[src/rtl/period_meter.sv]
// period_meter: measures rising-to-rising period and high time of an asynchronous
// input, in clk cycles, after a SYNC_STAGES-deep synchroniser.
// Latency: meas_valid asserts SYNC_STAGES+1 clk edges after sig_in rises.
// Backpressure: none; meas_valid is a one-cycle pulse that must be consumed when it occurs.
// Ports:
//   clk, rst          - single clock, asynchronous active-high reset
//   sig_in            - measured signal, asynchronous to clk
//   period, high_time - last captured interval / high time, held between captures
//   meas_valid        - one-cycle pulse when a new period/high_time pair is captured
//   timeout           - sticky; set when no rising edge arrives within TIMEOUT cycles,
//                       cleared by the next rising edge
module period_meter #(
    parameter int WIDTH       = 16,
    parameter int SYNC_STAGES = 2,
    parameter int TIMEOUT     = (2 ** WIDTH) - 1
) (
    input  logic             clk,
    input  logic             rst,
    input  logic             sig_in,
    output logic [WIDTH-1:0] period,
    output logic [WIDTH-1:0] high_time,
    output logic             meas_valid,
    output logic             timeout
);

    localparam logic [WIDTH-1:0] TO_V    = WIDTH'(TIMEOUT);
    localparam logic [WIDTH-1:0] CNT_MAX = {WIDTH{1'b1}};
    localparam logic [WIDTH-1:0] ONE     = WIDTH'(1);

    typedef enum logic {
        IDLE    = 1'b0,
        MEASURE = 1'b1
    } state_t;

    state_t                 state, state_nx;
    logic [SYNC_STAGES-1:0] sync;
    logic                   s;
    logic                   s_d;
    logic                   rise;
    logic                   fall;
    logic [WIDTH-1:0]       cnt, cnt_nx;
    logic [WIDTH-1:0]       hcnt, hcnt_nx;
    logic                   hfell, hfell_nx;
    logic [WIDTH-1:0]       period_nx;
    logic [WIDTH-1:0]       high_nx;
    logic                   valid_nx;
    logic                   timeout_nx;

    // Synchroniser and edge register; nothing downstream looks at raw sig_in.
    always_ff @(posedge clk or posedge rst) begin
        if (rst) begin
            sync <= '0;
            s_d  <= 1'b0;
        end else begin
            sync <= {sync[SYNC_STAGES-2:0], sig_in};
            s_d  <= s;
        end
    end

    assign s    = sync[SYNC_STAGES-1];
    assign rise = s & ~s_d;
    assign fall = ~s & s_d;

    always_ff @(posedge clk or posedge rst) begin
        if (rst) begin
            state      <= IDLE;
            cnt        <= '0;
            hcnt       <= '0;
            hfell      <= 1'b0;
            period     <= '0;
            high_time  <= '0;
            meas_valid <= 1'b0;
            timeout    <= 1'b0;
        end else begin
            state      <= state_nx;
            cnt        <= cnt_nx;
            hcnt       <= hcnt_nx;
            hfell      <= hfell_nx;
            period     <= period_nx;
            high_time  <= high_nx;
            meas_valid <= valid_nx;
            timeout    <= timeout_nx;
        end
    end

    always_comb begin
        state_nx   = state;
        cnt_nx     = cnt;
        hcnt_nx    = hcnt;
        hfell_nx   = hfell;
        period_nx  = period;
        high_nx    = high_time;
        valid_nx   = 1'b0;
        timeout_nx = timeout;
        case (state)
            IDLE: begin
                // First edge only arms the counters; there is no previous
                // rise to measure from, so no capture is made.
                if (rise) begin
                    cnt_nx     = ONE;
                    hcnt_nx    = ONE;
                    hfell_nx   = 1'b0;
                    timeout_nx = 1'b0;
                    state_nx   = MEASURE;
                end
            end
            MEASURE: begin
                // A rise on the same cycle cnt hits TIMEOUT is still a valid
                // measurement, so the rise is tested before the limit.
                if (rise) begin
                    period_nx = cnt;
                    high_nx   = hcnt;
                    valid_nx  = 1'b1;
                    cnt_nx    = ONE;
                    hcnt_nx   = ONE;
                    hfell_nx  = 1'b0;
                end else if (cnt >= TO_V) begin
                    timeout_nx = 1'b1;
                    state_nx   = IDLE;
                    cnt_nx     = '0;
                    hcnt_nx    = '0;
                    hfell_nx   = 1'b0;
                end else begin
                    cnt_nx = (cnt == CNT_MAX) ? cnt : cnt + ONE;
                    // High time stops at the first fall after the rise.
                    if (fall) begin
                        hfell_nx = 1'b1;
                    end else if (s && !hfell) begin
                        hcnt_nx = (hcnt == CNT_MAX) ? hcnt : hcnt + ONE;
                    end
                end
            end
            default: begin
                state_nx = IDLE;
            end
        endcase
    end

endmodule

[config.mk]
export PLATFORM = sky130hd
export DESIGN_NAME = period_meter
export DESIGN_NICKNAME = d
export VERILOG_FILES = /design/src/rtl/period_meter.sv
export SDC_FILE = /design/constraint.sdc
export NUM_CORES = 1
export LEC_CHECK = 0
export CORE_UTILIZATION = 50
export CTS_CLUSTER_DIAMETER = 50
export DETAILED_ROUTE_END_ITERATION = 8
export HOLD_SLACK_MARGIN = 0.15
export MAX_ROUTING_LAYER = met4
export PLACE_DENSITY = 0.7
export SLEW_MARGIN = 5
export SYNTH_ARGS = -nofsm -noshare
export SYNTH_HDL_FRONTEND = slang
export SYNTH_SLANG_ARGS = --single-unit
[constraint.sdc]
create_clock -name clk -period 4.6 [get_ports clk]
set_clock_uncertainty 0.2 [all_clocks]
set_input_delay 1.15 -clock clk [delete_from_list [all_inputs] [get_ports clk]]
set_output_delay 1.15 -clock clk [all_outputs]
set_load 0.01 [all_outputs]
After elaboration in Yosys (flattened, before gate mapping)
Cells that the tools add are included.
Word-level totals
  word-level logic and storage cells: 59
  output and inout port bits: 34
  flip-flop bits (word level): 71
Operators by class
  add/sub/neg operators: 2
  bitwise gates (word level): 5
  order comparisons: 1
  equal/unequal tests: 10
  reduce and logical (&&, ||, !) cells: 7
  muxes and demuxes: 24
Operators by type and width (count)
  16-bit two-way mux: 9
  16-bit case mux with 2 select lines: 2
  16-bit by 1-bit adder with 16-bit output, second input constant: 2
  16-bit == test, second input constant: 2
  16-bit greater-or-equal comparator, second input constant: 1
  1-bit two-way mux: 10
  4-bit by 1-bit inequality test with 1-bit output, second input constant: 2
  4-bit inequality test, second input constant: 2
  1-bit case mux with 2 select lines: 3
  2-bit AND reduction: 3
  2-bit inequality test, second input constant: 2
  4-bit by 3-bit inequality test with 1-bit output, second input constant: 1
  4-bit AND reduction: 1
  1-bit NOT: 3
  3-bit AND reduction: 1
  1-bit bitwise AND: 2
  2-bit by 1-bit inequality test with 1-bit output, second input constant: 1
  1-bit logical AND: 1
  1-bit logical NOT: 1

Depth between registers and ports, before layout
  depth after elaboration: 7
  depth in mapped cells: 8

Worst setup path after synthesis
OpenSTA, ideal clock, no wires.
  kind: reg2reg
  from: register hcnt[0]
  to: register hcnt[2]
  stages on the path, launching flop included: 7
  slack: 2475 ps
  data arrival time: 1805 ps
  cell sequence: dfrtp_1 ha_1 nand4_1 or4_4 nand2b_2 nor2_1 a31o_2
On the way
  cells in the longest elaborated chain, start to end: 7
  elaborated cells on any way between the ends: 10
Ends and longest elaborated chain
  start, declared: line 42  | logic [WIDTH-1:0] hcnt, hcnt_nx;
  start signal, assigned: line 77  | hcnt <= hcnt_nx;
  16-bit by 1-bit adder with 16-bit output: line 129  | hcnt_nx = (hcnt == CNT_MAX) ? hcnt : hcnt + ONE;
  16-bit two-way mux: line 129
  16-bit two-way mux: line 128  | end else if (s && !hfell) begin
  16-bit two-way mux: line 126  | if (fall) begin
  16-bit two-way mux: line 117  | end else if (cnt >= TO_V) begin
  16-bit two-way mux: line 110  | if (rise) begin
  16-bit case mux with 2 select lines: line 95  | case (state)
Several ways; a longest one is shown, not always the timed one. The select of a mux whose other input is x is not followed.
A chain may end at the register's enable or synchronous reset.

Worst setup path after layout
  from: register cnt[0]
  to: register hcnt[2]
On the way
  cells in the longest elaborated chain, start to end: 4
  elaborated cells on any way between the ends: 8
Ends and longest elaborated chain
  start, declared: line 41  | logic [WIDTH-1:0] cnt, cnt_nx;
  start signal, assigned: line 76  | cnt <= cnt_nx;
  16-bit greater-or-equal comparator *: line 117
  16-bit two-way mux: line 117
  16-bit two-way mux: line 110
  16-bit case mux with 2 select lines: line 95
Mark *: on every way between the ends. The rest lies on a longest branch, timed or not.

==> out/metrics.csv <==
metric,value,unit
Ports,37,
WL/cell,16.2,um
vias in the first global route,2389,
Post-synth EDFFs,0,
Post-CTS Hold Fix Bufs,0,
CTS root buf,clkbuf_8,
Sink Count,71,
Syn Inst Count,300,
Total GRT Usage,21.6,%
Routed WL,6760,um
distinct cell type count after synthesis,50,
DR iter-0 viols,127,
crit start category,register,
status,"finished, final reports clean",
Max Slew Vio Count,0,
CTS clock-pin slew for the worst setup and hold paths,0.07,ns
worst-path fanout max,15,
"reg-to-reg slack, setup",1.96,ns
gpl congestion,0.868,
Setup Crit Path Kind,reg2reg,
Setup crit end kind,register,
worst hold path class,reg2reg,
MaxCap Viol Count,0,
DRT antenna net count,0,
Netlist Area Pre-Place,3280,sq um
leakage,1.71,nW
port buffer count,36,
sequential-to-total area share from yosys stat,54.1,%
WP data arrival,2.68,ns
RR Startpoint,cnt[0],
Slew HR,27.4,%
setup violators final,0,
HP Start,sync[0],
FP Rows,29,
fin crit period,2.64,ns
worst r2r dst,hcnt[2],
routed vias/inst,6.04,
share of layout cells above drive strength 1,16.5,%
Fin. Hold Viols,0,
"worst slack, placed",2.00,ns
antenna violations before repair,0,
postcts setup bufs,0,
CP required,4.64,ns
worst IR drop on VDD,228,uV
HPWL Detailed,4500,um
Reg2Reg Depth,6,
area added between synthesis and finish,19.2,%
XOR/XNOR Fraction of Synth Area,2.40,%
global-route wire length before repair,11500,um
post-cts sizing count,0,
Synth Flop Type,dfrtp_1,
compound-cell area share of the yosys netlist,12.5,%
Worst Tran Pin Value,1.08,ns
Nets,340,
die area,6890,sq um
Syn Nets,305,
post-synthesis adder-cell area fraction,0.762,%
Max Root-Sink Buffers,2,
drt first pass iters,5,
grt total ovfl,0,
Synth async-reset ratio,100,%
Pwr per Cell Area,376,nW/um^2
"Core Util, Final",61.6,%
#FFs+latches synth,71,
Hold Path Sink,sync[1],
fin crit share,57.5,%
H-Tree Depth,3,
pin count of the biggest net entering global routing,33,
setup TNS,0,ns
"Avg Cell Area, Syn",10.9,sq um
core area,6350,sq um
PnR worst setup slack,1.96,ns
hold_ws,0.163,ns
drc violations,0,
CTS tree,done,
synth warn,0,
mux share of post-synthesis cell area,9.57,%
worst-skew pair later-pin latency,0.35,ns
unrepaired setup endpoints after global routing,false,
Ant. Diodes,0,
synthesized-area fraction occupied by and/or/nand/nor cells,17.5,%
largest family of logic cells by synthesized area,simple AND/OR/NAND/NOR gates,
Hold Path Depth,0,
Die Height,83.0,um
CTS Buf Count,9,
initial core utilization,51.7,%
via count,2519,
"most common cell after layout, fill and taps aside",dfrtp_1,
most frequent cells in the layout,"dfrtp_1 (71), clkdlybuf4s50_1 (36), mux2_2 (27)",
Die X-Extent,83.0,um
FMAX,0.378,GHz
-- critical path: stages (launching register included) --
cell and delay [ns]:
dfrtp_1 0.47, ha_1 0.31, nand4_1 0.17, nor4_4 0.42, or2_1 0.54, a221oi_1 0.18
a31o_2 0.24
-- registers in the layout, summed over array words and instances, names as in the netlist --
| name | count |
|---|---|
| cnt | 16 |
| hcnt | 16 |
| hfell | 1 |
| high_time | 16 |
| meas_valid | 1 |
| period | 16 |
| s_d | 1 |
| state | 1 |
| sync | 2 |
| timeout | 1 |
-- power breakdown --
| part | switching, mW | internal [mW] |
|---|---|---|
| Sequential | 0.0547 | 0.676 |
| Combinational | 0.0929 | 0.104 |
| Clock | 0.220 | 0.324 |
| Total | 0.368 | 1.10 |
-- cells by family after synthesis --
kind of cell             Yosys count
AND/OR/NAND/NOR                  105
flip-flops                        71
AO/OA/AOI/OAI                     63
multiplexers                      28
buffers and inverters             22
XOR/XNOR                           9
adder cells (fa/ha/maj)            2
-- cell type report --
type	count	area (sq um)
Inverter	7	26.3
Fill cell	548	2440
Sequential cell	71	1780
Clock buffer	14	193
Clock inverter	2	35.0
Timing Repair Buffer	39	383
Multi-Input combinational cell	207	1400
Tap cell	77	96.3
-- synthesized netlist by cell type (all sizes together), types with 5 or more instances --
master,number,area share (%)
nand4,12,2.5
o21ai,17,2.7
buf,6,1.4
nand3,21,3.4
dfrtp,71,54
nand2,24,2.7
a21oi,14,2.1
nor4,5,1.4
nor3,7,1.1
a31oi,10,1.9
xor2,5,1.3
nor2,13,1.5
inv,7,0.80
clkbuf,9,1.0
mux2,27,9.3
nand2b,7,1.5
-- per-layer routing --
metal / share of wire, % / GRT usage (%)
met2: 46 / 31.0
met5: 0 / -
met4: 1.7 / 10.7
met1: 47 / 30.0
met3: 4.8 / 3.68
-- stage by stage --
stage | total power [mW] | area (sq um) | instances
after floorplan | 0.855 | 3280 | 300
after detailed placement | 0.939 | 3680 | 401
after CTS | 1.48 | 3910 | 417
after global routing | 1.54 | 3910 | 417
after global placement | 0.932 | 3680 | 401
final | 1.47 | 3910 | 417
-- worst max-delay path by stage --
stage	slack, ns	startpoint	to
after floorplan	1.45	rst	cnt[0]
after global placement	2.10	cnt[0]	hcnt[2]
after detailed placement	2.00	cnt[0]	hcnt[2]
after CTS	1.98	cnt[0]	hcnt[2]
after global routing	1.73	cnt[0]	hcnt[2]
final	1.96	cnt[0]	hcnt[2]
Note: power is estimated with default switching activity, not from simulation.
